File: config.mk
export PLATFORM = sky130hd
export DESIGN_NAME = calc_sequencer_flat
export DESIGN_NICKNAME = d
export VERILOG_FILES = /design/src/rtl/calc_pkg.sv /design/src/rtl/calc_sequencer_if.sv /design/src/rtl/bin2bcd_seq.sv /design/src/rtl/calc_sequencer.sv /design/src/flat_wrapper.sv
export SDC_FILE = /design/constraint.sdc
export NUM_CORES = 1
export LEC_CHECK = 0
export CAP_MARGIN = 25
export CELL_PAD_IN_SITES_DETAIL_PLACEMENT = 0
export CELL_PAD_IN_SITES_GLOBAL_PLACEMENT = 1
export CORE_UTILIZATION = 29
export CTS_CLUSTER_SIZE = 28
export DETAILED_ROUTE_END_ITERATION = 8
export GPL_ROUTABILITY_DRIVEN = 0
export GPL_TIMING_DRIVEN = 1
export PLACE_DENSITY = 0.57
export SLEW_MARGIN = 20
export SYNTH_ARGS = -nofsm -noshare
export SYNTH_HDL_FRONTEND = slang
export SYNTH_SLANG_ARGS = --single-unit
export TNS_END_PERCENT = 50
File: constraint.sdc
create_clock -name clk -period 3.82 [get_ports clk]
set_input_delay 1.146 -clock clk [delete_from_list [all_inputs] [get_ports clk]]
set_output_delay 1.146 -clock clk [all_outputs]
set_load 0.02 [all_outputs]
File: src/rtl/calc_pkg.sv
// Shared constants, types and helpers for the calculator sequencer.
// Holds sizes, ALU op codes, FSM states, PS/2 set-2 scancodes and BCD helpers.
package calc_pkg;

    localparam int DIGITS = 6;
    localparam int WIDTH  = 20;
    localparam int MAXVAL = 999999;
    localparam int BCDW   = 4 * DIGITS;
    localparam int RESW   = WIDTH + 4;

    localparam logic [1:0] OP_ADD = 2'b00;
    localparam logic [1:0] OP_SUB = 2'b01;
    localparam logic [1:0] OP_MUL = 2'b10;
    localparam logic [1:0] OP_DIV = 2'b11;

    typedef enum logic [2:0] {
        ENTRY_A,
        OP_WAIT,
        ENTRY_B,
        ALU_REQ,
        ALU_WAIT,
        CONVERT,
        RESULT,
        ERROR
    } state_e;

    localparam logic [7:0] SC_EXT   = 8'hE0;
    localparam logic [7:0] SC_BRK   = 8'hF0;
    localparam logic [7:0] SC_ENTER = 8'h5A;
    localparam logic [7:0] SC_CLEAR = 8'h76;
    localparam logic [7:0] SC_ADD   = 8'h79;
    localparam logic [7:0] SC_SUB   = 8'h7B;
    localparam logic [7:0] SC_MUL   = 8'h7C;
    localparam logic [7:0] SC_DIV   = 8'h4A;
    localparam logic [7:0] SC_D0    = 8'h70;
    localparam logic [7:0] SC_D1    = 8'h69;
    localparam logic [7:0] SC_D2    = 8'h72;
    localparam logic [7:0] SC_D3    = 8'h7A;
    localparam logic [7:0] SC_D4    = 8'h6B;
    localparam logic [7:0] SC_D5    = 8'h73;
    localparam logic [7:0] SC_D6    = 8'h74;
    localparam logic [7:0] SC_D7    = 8'h6C;
    localparam logic [7:0] SC_D8    = 8'h75;
    localparam logic [7:0] SC_D9    = 8'h7D;

    // Returns {hit, value}.
    function automatic logic [4:0] decodeDigit(input logic [7:0] c);
        case (c)
            SC_D0:   return 5'h10;
            SC_D1:   return 5'h11;
            SC_D2:   return 5'h12;
            SC_D3:   return 5'h13;
            SC_D4:   return 5'h14;
            SC_D5:   return 5'h15;
            SC_D6:   return 5'h16;
            SC_D7:   return 5'h17;
            SC_D8:   return 5'h18;
            SC_D9:   return 5'h19;
            default: return 5'h00;
        endcase
    endfunction

    // Returns {hit, op}.
    function automatic logic [2:0] decodeOp(input logic [7:0] c);
        case (c)
            SC_ADD:  return {1'b1, OP_ADD};
            SC_SUB:  return {1'b1, OP_SUB};
            SC_MUL:  return {1'b1, OP_MUL};
            SC_DIV:  return {1'b1, OP_DIV};
            default: return 3'b000;
        endcase
    endfunction

    function automatic logic [WIDTH-1:0] timesTenPlus(
        input logic [WIDTH-1:0] v,
        input logic [3:0]       d
    );
        return (v << 3) + (v << 1) + WIDTH'(d);
    endfunction

    // Double-dabble correction: add 3 to every digit of 5 or more.
    function automatic logic [BCDW-1:0] dabble(input logic [BCDW-1:0] v);
        logic [BCDW-1:0] r;
        r = v;
        for (int i = 0; i < DIGITS; i++) begin
            if (r[4*i +: 4] >= 4'd5) r[4*i +: 4] = r[4*i +: 4] + 4'd3;
        end
        return r;
    endfunction

endpackage

File: src/rtl/calc_sequencer_if.sv
// Start/done request bus between the sequencer and the arithmetic unit.
// master: sequencer (drives START/OP/A/B); slave: ALU (drives DONE/RESULT/ERR).
interface calc_sequencer_if;
    import calc_pkg::*;

    logic             oALU_START;
    logic [1:0]       oALU_OP;
    logic [WIDTH-1:0] oALU_A;
    logic [WIDTH-1:0] oALU_B;
    logic             iALU_DONE;
    logic [RESW-1:0]  iALU_RESULT;
    logic             iALU_ERR;

    modport master (
        output oALU_START, oALU_OP, oALU_A, oALU_B,
        input  iALU_DONE, iALU_RESULT, iALU_ERR
    );

    modport slave (
        input  oALU_START, oALU_OP, oALU_A, oALU_B,
        output iALU_DONE, iALU_RESULT, iALU_ERR
    );

endinterface

File: src/rtl/bin2bcd_seq.sv
// Iterative double-dabble binary-to-BCD converter: 1 load cycle + WIDTH shifts.
// Ports: clk, iRST_n, iStart (load pulse), iBin, oBcd, oDone (1-cycle pulse).
module bin2bcd_seq
    import calc_pkg::*;
(
    input  logic             clk,
    input  logic             iRST_n,
    input  logic             iStart,
    input  logic [WIDTH-1:0] iBin,
    output logic [BCDW-1:0]  oBcd,
    output logic             oDone
);

    localparam int CW = $clog2(WIDTH + 1);

    logic [WIDTH-1:0] binSh;
    logic [CW-1:0]    left;
    logic [BCDW-1:0]  adj;

    assign adj = dabble(oBcd);

    always_ff @(posedge clk or negedge iRST_n) begin
        if (!iRST_n) begin
            binSh <= '0;
            oBcd  <= '0;
            left  <= '0;
            oDone <= 1'b0;
        end else begin
            oDone <= 1'b0;
            if (iStart) begin
                binSh <= iBin;
                oBcd  <= '0;
                left  <= CW'(WIDTH);
            end else if (left != '0) begin
                oBcd  <= BCDW'({adj, binSh[WIDTH-1]});
                binSh <= binSh << 1;
                left  <= left - CW'(1);
                oDone <= (left == CW'(1));
            end
        end
    end

endmodule

File: src/rtl/calc_sequencer.sv
// Calculator control FSM: PS/2 make codes -> operands -> ALU -> BCD display.
// Ports: clk, iRST_n, iKEY_VALID/iKEY_CODE, alu (master), oDISP, oERR, oBUSY.
module calc_sequencer
    import calc_pkg::*;
(
    input  logic             clk,
    input  logic             iRST_n,
    input  logic             iKEY_VALID,
    input  logic [7:0]       iKEY_CODE,
    calc_sequencer_if.master alu,
    output logic [BCDW-1:0]  oDISP,
    output logic             oERR,
    output logic             oBUSY
);

    state_e           state, stateNext;
    logic [1:0]       op, pendOp;
    logic             chain, extFlag, brkFlag;
    logic             convGo, convDone;
    logic [WIDTH-1:0] aBin, bBin;
    logic [BCDW-1:0]  aBcd, bBcd, convBcd;
    logic [2:0]       cnt, cntNext;
    logic [4:0]       dig;
    logic [2:0]       opd;
    logic [3:0]       d;
    logic             keyIn, makeIn, full, resOk;
    logic             evDigit, evOp, evEnter, evClear;

    assign oBUSY = (state == ALU_REQ) || (state == ALU_WAIT)
                || (state == CONVERT);
    assign oERR  = (state == ERROR);

    assign alu.oALU_START = (state == ALU_REQ);
    assign alu.oALU_OP    = op;
    assign alu.oALU_A     = aBin;
    assign alu.oALU_B     = bBin;

    // Bytes arriving while busy are dropped, prefixes included.
    assign keyIn  = iKEY_VALID && !oBUSY;
    assign makeIn = keyIn && !brkFlag
                 && iKEY_CODE != SC_EXT && iKEY_CODE != SC_BRK;
    assign dig    = decodeDigit(iKEY_CODE);
    assign opd    = decodeOp(iKEY_CODE);
    assign d      = dig[3:0];

    assign evDigit = makeIn && !extFlag && dig[4];
    assign evOp    = makeIn && opd[2];
    assign evEnter = makeIn && iKEY_CODE == SC_ENTER;
    assign evClear = makeIn && !extFlag && iKEY_CODE == SC_CLEAR;

    assign full    = (cnt == 3'(DIGITS));
    assign cntNext = (cnt == 3'd0 && d == 4'd0) ? cnt : cnt + 3'd1;
    assign resOk   = !alu.iALU_ERR && alu.iALU_RESULT <= RESW'(MAXVAL);

    bin2bcd_seq uConv (
        .clk    (clk),
        .iRST_n (iRST_n),
        .iStart (convGo),
        .iBin   (aBin),
        .oBcd   (convBcd),
        .oDone  (convDone)
    );

    always_ff @(posedge clk or negedge iRST_n) begin
        if (!iRST_n) state <= ENTRY_A;
        else         state <= stateNext;
    end

    always_comb begin
        stateNext = state;
        case (state)
            ENTRY_A:  if (evOp) stateNext = OP_WAIT;
            OP_WAIT:  begin
                if (evDigit)      stateNext = ENTRY_B;
                else if (evEnter) stateNext = ALU_REQ;
            end
            ENTRY_B:  if (evOp || evEnter) stateNext = ALU_REQ;
            ALU_REQ:  stateNext = ALU_WAIT;
            ALU_WAIT: if (alu.iALU_DONE) stateNext = resOk ? CONVERT : ERROR;
            CONVERT:  if (convDone) stateNext = chain ? OP_WAIT : RESULT;
            RESULT:   begin
                if (evDigit)   stateNext = ENTRY_A;
                else if (evOp) stateNext = OP_WAIT;
            end
            default:  stateNext = state;
        endcase
        if (evClear) stateNext = ENTRY_A;
    end

    always_comb begin
        oDISP = aBcd;
        case (state)
            ENTRY_B, ALU_REQ, ALU_WAIT, CONVERT: oDISP = bBcd;
            ERROR:   oDISP = {DIGITS{4'hE}};
            default: oDISP = aBcd;
        endcase
    end

    always_ff @(posedge clk or negedge iRST_n) begin
        if (!iRST_n) begin
            op      <= OP_ADD;
            pendOp  <= OP_ADD;
            chain   <= 1'b0;
            extFlag <= 1'b0;
            brkFlag <= 1'b0;
            convGo  <= 1'b0;
            aBin    <= '0;
            bBin    <= '0;
            aBcd    <= '0;
            bBcd    <= '0;
            cnt     <= '0;
        end else begin
            convGo <= 1'b0;
            if (keyIn) begin
                if (brkFlag) begin
                    brkFlag <= 1'b0;
                    extFlag <= 1'b0;
                end else if (iKEY_CODE == SC_EXT) begin
                    extFlag <= 1'b1;
                end else if (iKEY_CODE == SC_BRK) begin
                    brkFlag <= 1'b1;
                end else begin
                    extFlag <= 1'b0;
                end
            end
            if (evClear) begin
                op     <= OP_ADD;
                pendOp <= OP_ADD;
                chain  <= 1'b0;
                aBin   <= '0;
                bBin   <= '0;
                aBcd   <= '0;
                bBcd   <= '0;
                cnt    <= '0;
            end else begin
                case (state)
                    ENTRY_A: begin
                        if (evDigit && !full) begin
                            aBin <= timesTenPlus(aBin, d);
                            aBcd <= {aBcd[BCDW-5:0], d};
                            cnt  <= cntNext;
                        end
                        if (evOp) op <= opd[1:0];
                    end
                    OP_WAIT: begin
                        if (evOp) op <= opd[1:0];
                        if (evDigit) begin
                            bBin <= WIDTH'(d);
                            bBcd <= BCDW'(d);
                            cnt  <= (d != 4'd0) ? 3'd1 : 3'd0;
                        end
                        if (evEnter) begin
                            bBin  <= aBin;
                            bBcd  <= aBcd;
                            chain <= 1'b0;
                        end
                    end
                    ENTRY_B: begin
                        if (evDigit && !full) begin
                            bBin <= timesTenPlus(bBin, d);
                            bBcd <= {bBcd[BCDW-5:0], d};
                            cnt  <= cntNext;
                        end
                        if (evOp) begin
                            chain  <= 1'b1;
                            pendOp <= opd[1:0];
                        end
                        if (evEnter) chain <= 1'b0;
                    end
                    ALU_WAIT: begin
                        if (alu.iALU_DONE && resOk) begin
                            aBin   <= alu.iALU_RESULT[WIDTH-1:0];
                            convGo <= 1'b1;
                        end
                    end
                    CONVERT: begin
                        if (convDone) begin
                            aBcd <= convBcd;
                            if (chain) op <= pendOp;
                        end
                    end
                    RESULT: begin
                        if (evDigit) begin
                            aBin <= WIDTH'(d);
                            aBcd <= BCDW'(d);
                            cnt  <= (d != 4'd0) ? 3'd1 : 3'd0;
                        end
                        if (evOp) op <= opd[1:0];
                    end
                    default: ;
                endcase
            end
        end
    end

endmodule

File: src/flat_wrapper.sv
// flat-port wrapper written by rule: the top's interface ports become plain ports
module calc_sequencer_flat import calc_pkg::*;
  (clk, iRST_n, iKEY_VALID, iKEY_CODE, oDISP, oERR, oBUSY, alu_oALU_START, alu_oALU_OP, alu_oALU_A, alu_oALU_B, alu_iALU_DONE, alu_iALU_RESULT, alu_iALU_ERR);
  calc_sequencer_if alu_i ();
  input  logic clk;
  input  logic iRST_n;
  input  logic iKEY_VALID;
  input  logic [7:0] iKEY_CODE;
  output logic [BCDW-1:0] oDISP;
  output logic oERR;
  output logic oBUSY;
  output wire logic [$bits(alu_i.oALU_START)-1:0] alu_oALU_START;
  output wire logic [$bits(alu_i.oALU_OP)-1:0] alu_oALU_OP;
  output wire logic [$bits(alu_i.oALU_A)-1:0] alu_oALU_A;
  output wire logic [$bits(alu_i.oALU_B)-1:0] alu_oALU_B;
  input wire logic [$bits(alu_i.iALU_DONE)-1:0] alu_iALU_DONE;
  input wire logic [$bits(alu_i.iALU_RESULT)-1:0] alu_iALU_RESULT;
  input wire logic [$bits(alu_i.iALU_ERR)-1:0] alu_iALU_ERR;
  assign alu_oALU_START = alu_i.oALU_START;
  assign alu_oALU_OP = alu_i.oALU_OP;
  assign alu_oALU_A = alu_i.oALU_A;
  assign alu_oALU_B = alu_i.oALU_B;
  assign alu_i.iALU_DONE = alu_iALU_DONE;
  assign alu_i.iALU_RESULT = alu_iALU_RESULT;
  assign alu_i.iALU_ERR = alu_iALU_ERR;
  calc_sequencer u_core (.clk(clk), .iRST_n(iRST_n), .iKEY_VALID(iKEY_VALID), .iKEY_CODE(iKEY_CODE), .alu(alu_i), .oDISP(oDISP), .oERR(oERR), .oBUSY(oBUSY));
endmodule
==> results of run 1 <==
[stage by stage]
stage          instances  instance area [um2]
2_1_floorplan       1229                10900
3_3_place_gp        1818                13000
3_5_place_dp        1818                13000
4_1_cts             1859                13700
5_1_grt             1865                13800
6_report            1865                13800
[cell type report]
| type | count | share of cell area [%] |
|---|---|---|
| Tap cell | 468 | 4.25 |
| Inverter | 25 | 0.681 |
| Clock buffer | 21 | 3.34 |
| Sequential cell | 152 | 27.6 |
| Multi-Input combinational cell | 978 | 49.4 |
| Timing Repair Buffer | 210 | 14.1 |
| Clock inverter | 11 | 0.662 |
[sequential cells by signal, summed over array words and instances (netlist names), 2 cells and up]
| name | flops |
|---|---|
| u_core.cnt | 3 |
| u_core.state | 3 |
| u_core.alu.oALU_B | 20 |
| u_core.alu.oALU_OP | 2 |
| u_core.aBcd | 24 |
| u_core.bBcd | 24 |
| u_core.alu.oALU_A | 20 |
| u_core.uConv.left | 5 |
| u_core.uConv.binSh | 20 |
| u_core.uConv.oBcd | 24 |
| u_core.pendOp | 2 |
[cells in the final DEF, fill, tap and decap left out, drive strengths merged, types with 35 or more instances in the layout]
cell type	synthesis	final
nand3	55	55
ha	86	86
nor2	90	90
nor3	52	52
nand2	169	169
clkdlybuf4s50	0	96
dfrtp	152	152
buf	28	110
a21oi	105	105
o21ai	92	92
a221oi	35	35
[routing by layer]
layer | global-route usage [%] | share of wire, % | vias to the layer above | wire [um]
li1 | - | - | 4791 | -
met1 | 28.7 | 51 | 4815 | 18500
met2 | 30.5 | 45 | 160 | 16400
met3 | 2.26 | 2.5 | 30 | 904
met4 | 5.22 | 1.5 | 0 | 554
met5 | 0 | 0 | - | 0
[logic make-up (layout without fill, tap and decap cells)]
| logic type | count (synthesis) | after routing | share of synthesized area [%] |
|---|---|---|---|
| AO/OA/AOI/OAI | 343 | 343 | 20.7 |
| XOR/XNOR | 44 | 44 | 3.57 |
| adder cells (fa/ha/maj) | 90 | 90 | 10.7 |
| buffers and inverters | 99 | 267 | 4.22 |
| flip-flops | 152 | 152 | 35.3 |
| multiplexers | 53 | 53 | 5.94 |
| AND/OR/NAND/NOR | 448 | 448 | 19.5 |
[where the power goes]
group          switching [W]  internal, W
clock               0.000780     0.000877
sequential          0.000389      0.00182
combinational        0.00162      0.00119
[worst paths after layout]
path	slack (ns)	end	startpoint
max	0.1	u_core.alu.oALU_A[18]	iKEY_CODE[7]
max reg2reg	0.97	u_core.alu.oALU_A[18]	u_core.alu.oALU_A[0]
min reg2reg	0.50	u_core.brkFlag	u_core.brkFlag
min	0.50	u_core.brkFlag	u_core.brkFlag
min in group asynchronous	0.67	u_core.bBcd[20]	iRST_n
max in group asynchronous	2.26	u_core.uConv.binSh[9]	iRST_n
[what timing repair did]
action | 4_1_cts | 5_1_grt
gates resized for setup | 36 | 23
endpoints found under the setup margin | 22 | 18
buffers inserted | 9 | 7
pin swaps | 26 | 18
[worst max-delay path, stage by stage]
cell	delay [ns]
buf_6	0.09
nand3b_1	0.25
buf_6	0.18
nor3_2	0.16
buf_4	0.17
ha_4	0.21
ha_4	0.17
fa_2	0.42
a211oi_4	0.25
o21ai_2	0.11
a31oi_4	0.22
a21oi_2	0.10
a221oi_2	0.26
xor2_1	0.10
a221oi_1	0.23
==> impl_metrics.tcl, run 1 <==
set metrics [dict create \
    crit_fanout 3 \
    portBuffers 105 \
    finClkSkew_ns 0.0141 \
    synth_top_area_share_pct 35.3 \
    layout_min_cycle_time_ns 3.72 \
    grt_pass1_vias 9703 \
    cts_tree "done" \
    yosys.area.top_type "dfrtp_1" \
    ys_seq_area_share_pct 35.3 \
    die_h_um 195 \
    finalMaxSlewViolations 0 \
    hold_depth 1 \
    nets 1511 \
    rsz0062_at_grt "true" \
    synth.cell_area_mm2 0.0108 \
    ctsHoldBuffers 0 \
    clock_sinks 152 \
    setup_viol 0 \
    vias 9796 \
    synth_cell_types 79 \
    synth-seq-cells 152 \
    dieArea_mm2 0.0380 \
    finalSetupTns_ns 0 \
    dp_slack_ns -0.856 \
    worst_setup_path_start_kind "input pin" \
    finalHoldViolations 0 \
    post_drt_wl_per_cell_um 19.5 \
    initial_utilization_pct 29.5 \
    dr.pass1.iters 5 \
    async_flop_share_pct 100 \
    clk_pin_slew_ns 0.06 \
    antenna_cells 0 \
    min_path_type "reg2reg" \
    synth_edf_count 0 \
    drc 0 \
    gr-total-overflow 0 \
    routed_via_density 5.25 \
    final_util_pct 37.7 \
    worst_slew_pin_slew_ns 0.935 \
    synth_area_leaders "dfrtp_1 (35%), ha_1 (10%), nand2_1 (5.8%)" \
    antenna_left 0 \
    synthCells 1229 \
    rows 70 \
    grt_max_degree 56 \
    drive_above_1_share_pct 16.5 \
    hpwl_um 26100 \
    root_buffer "clkbuf_16" \
    cts.htree.levels 4 \
    antenna_found_initial 0 \
    max_cap_violations 0 \
    end_kind "flop" \
    arrival_ns 4.07 \
    relSlewSlack_pct 37.5 \
    p_total_w 0.00667 \
    grt_pass1_wl_um 58000 \
    multi_input_area_mm2 0.00682 \
    fin_ws_ns 0.0986 \
    reg2regPathDepth 10 \
    clk_latency_ns 0.45 \
    path_class "in2reg" \
    ys_top_cells_by_count "nand2_1 (167), dfrtp_1 (152), a21oi_1 (104)" \
    worst_hold_slack_ns 0.504 \
    synth_ff_type "dfrtp_1" \
    finalCritPeriodShare_pct 97.4 \
    cts_buffers 17 \
    vdd_drop_max_mv 0.337 \
    outcome "finished clean" \
    pwr_density_cell_mw_per_mm2 484 \
    wl_um 36300 \
    drt_iter0_markers 710 \
    ios 106 \
    fmax_mhz 269 \
    avgSynthCellArea_um2 8.77 \
    grtUsageTotal_pct 19.7 \
    cp.required_ns 4.17 \
    nFillCells 3756 \
    core_mm2 0.0366 \
    syn_to_final_growth_pct 27.9 \
    die_x_um 195 \
    synth_most_common_cell "nand2_1" \
    regArea_mm2 0.00380 \
    syn_nets 1356 \
    p_leak_nw 6.14 \
    clk_path_buf_depth 2 \
    synth_warnings 0 \
]
Power figures use the tool's default switching activity.
==> run 2: changes to the inputs <==
==> constraint.sdc (replaced) <==
create_clock -name clk -period 4.2 [get_ports clk]
set_input_delay 1.26 -clock clk [delete_from_list [all_inputs] [get_ports clk]]
set_output_delay 1.26 -clock clk [all_outputs]
set_load 0.02 [all_outputs]
==> run 2 against run 1 <==
  * Die area unchanged
  * Count of clock-buffer cells in the layout decreased by 2
  * Clock power is 5% lower
  * Clock skew shrank 0.0027 ns
  * Non-clock buffer count shrank 21
  * Combinational power is 11% lower
  * Utilization decreased by 0.61 points
  * Power down 8.7%
  * Worst setup slack gained 0.036 ns
  * Flip-flop and latch count did not move
  * Final cell count down 1.1%
==> impl_metrics.tcl, run 2 (synthesized netlist as in run 1, its figures left out) <==
set metrics [dict create \
    pwr_density_cell_mw_per_mm2 449 \
    core_mm2 0.0366 \
    path_class "in2reg" \
    switching_share_pct 41.0 \
    ios 106 \
    final_cell_area_mm2 0.0136 \
    mostFrequentLayoutCell "nand2_1" \
    root_buffer "clkbuf_16" \
    relSlewSlack_pct 35.8 \
    die_h_um 195 \
    layout_min_cycle_time_ns 4.07 \
    p_total_w 0.00609 \
    crit_fanout 4 \
    grt_pass1_vias 9615 \
    clock_sinks 152 \
    clk_path_buf_depth 2 \
    grtUsageTotal_pct 19.3 \
    setup_viol 0 \
    fmax_mhz 246 \
    worst_slew_pin_slew_ns 0.960 \
    p_comb_share_pct 41.3 \
    rows 70 \
    finClkSkew_ns 0.0114 \
    multi_input_area_mm2 0.00673 \
    cp.required_ns 4.54 \
    nFillCells 3738 \
    end_kind "flop" \
    p_seq_share_pct 32.9 \
    nets 1490 \
    finalMaxSlewViolations 0 \
    routed_via_density 5.25 \
    drc 0 \
    cts_tree "done" \
    grt_pass1_wl_um 57300 \
    dr.pass1.iters 5 \
    p_int_w 0.00359 \
    grt_max_degree 71 \
    wl_um 35800 \
    gr-total-overflow 0 \
    clk_latency_ns 0.44 \
    finalCritPeriodShare_pct 96.8 \
    initial_utilization_pct 29.5 \
    die_x_um 195 \
    regArea_mm2 0.00380 \
    antenna_left 0 \
    hpwl_um 25800 \
    placed_cell_area_mm2 0.0128 \
    max_cap_violations 0 \
    outcome "finished clean" \
    cts_buffers 17 \
    finalHoldViolations 0 \
    drive_above_1_share_pct 14.3 \
    drt_iter0_markers 657 \
    post_drt_wl_per_cell_um 19.4 \
    min_path_type "reg2reg" \
    clockPowerShare_pct 25.9 \
    top_usage_layer "met2" \
    portBuffers 105 \
    cts.htree.levels 4 \
    grt_use_met1_pct 28.1 \
    worst_setup_path_start_kind "input pin" \
    met2_usage_pct 30.2 \
    antenna_cells 0 \
    dieArea_mm2 0.0380 \
    vdd_drop_max_mv 0.292 \
    rsz0062_at_grt "false" \
    top_regs "u_core.aBcd: 24 flops, u_core.bBcd: 24 flops, u_core.uConv.oBcd: 24 flops" \
    arrival_ns 4.40 \
    antenna_found_initial 0 \
    mostFrequentLayoutCells "nand2_1 (166), dfrtp_1 (151), a21oi_1 (100)" \
    syn_to_final_growth_pct 25.8 \
    vias 9674 \
    p_switching_w 0.00250 \
    clk_pin_slew_ns 0.07 \
    p_leak_nw 6.11 \
    grt_use_met3_pct 2.22 \
]
-- run 2: critical path: stages --
cell      delay [ns]
clkbuf_2        0.09
nand3b_1        0.17
buf_6           0.15
nor3_4          0.21
buf_12          0.14
buf_12          0.10
fa_2            0.46
fa_2            0.41
a211oi_4        0.26
o21ai_2         0.10
a31oi_1         0.22
buf_4           0.17
a21oi_4         0.06
a221oi_2        0.25
xor2_1          0.10
a221oi_1        0.27
-- run 2: power by group through the flow --
stage | Sequential (W) | Combinational [W] | Clock [W]
6_report | 0.00200 | 0.00251 | 0.00157
5_1_grt | 0.00203 | 0.00277 | 0.00168
4_1_cts | 0.00200 | 0.00253 | 0.00161
3_5_place_dp | 0.00203 | 0.00251 | 0
3_3_place_gp | 0.00203 | 0.00251 | 0
2_1_floorplan | 0.00191 | 0.00155 | 0
-- run 2: worst paths after layout --
kind | from | end | cells past startpoint | slack, ns
max reg2reg | u_core.alu.oALU_A[0] | u_core.alu.oALU_A[18] | 10 | 1.12
max | iKEY_CODE[7] | u_core.alu.oALU_A[18] | 16 | 0.13
max in group asynchronous | iRST_n | u_core.state[2] | 2 | 2.51
min in group asynchronous | iRST_n | u_core.bBcd[19] | 1 | 0.80
min | u_core.brkFlag | u_core.brkFlag | 1 | 0.49
min reg2reg | u_core.brkFlag | u_core.brkFlag | 1 | 0.49
-- run 2: cell type report --
| cell class | instances | share of cell area (%) |
|---|---|---|
| multi-input combinational | 978 | 49.6 |
| sequential | 152 | 28.0 |
| timing repair buffer | 189 | 13.0 |
| tap | 468 | 4.32 |
| clock buffer | 19 | 3.19 |
| clock inverter | 13 | 1.09 |
| inverter | 25 | 0.692 |
-- run 2: routing by layer --
metal  vias to the layer above  share of wire (%)
li1                       4749                  -
met1                      4732                 50
met2                       165                 46
met3                        28                2.9
met4                         0                1.3
met5                         -                  0
-- run 2: timing repair --
item,4_1_cts,5_1_grt
pin swaps,5,27
gates resized for setup,10,27
endpoints found under the hold margin,0,0
hold buffers,0,0
endpoints found under the setup margin,19,20
setup buffers,3,9
-- run 2: metrics by stage --
| stage | cells | hold WS [ns] | utilization (%) | worst slack (ns) | setup TNS, ns |
|---|---|---|---|---|---|
| floorplan | 1229 | 0.457 | - | 0.00196 | 0 |
| global placement | 1801 | 0.482 | 34.9 | -0.686 | -12.42 |
| detailed placement | 1801 | 0.482 | 34.9 | -0.765 | -13.93 |
| CTS | 1836 | 0.496 | 36.7 | -0.0188 | -0.0353 |
| global route | 1844 | 0.515 | 37.1 | 0.0298 | 0 |
| finish | 1844 | 0.490 | 37.1 | 0.134 | 0 |
==> run 3: changes to the inputs <==
--- a/config.mk
+++ b/config.mk
@@ -11,7 +11,6 @@
 export CORE_UTILIZATION = 29
 export CTS_CLUSTER_SIZE = 28
 export DETAILED_ROUTE_END_ITERATION = 8
-export GPL_ROUTABILITY_DRIVEN = 0
 export GPL_TIMING_DRIVEN = 1
 export PLACE_DENSITY = 0.57
 export SLEW_MARGIN = 20
==> results of run 3 <==
Final layout, timing and power as in run 2 (identical DEF).
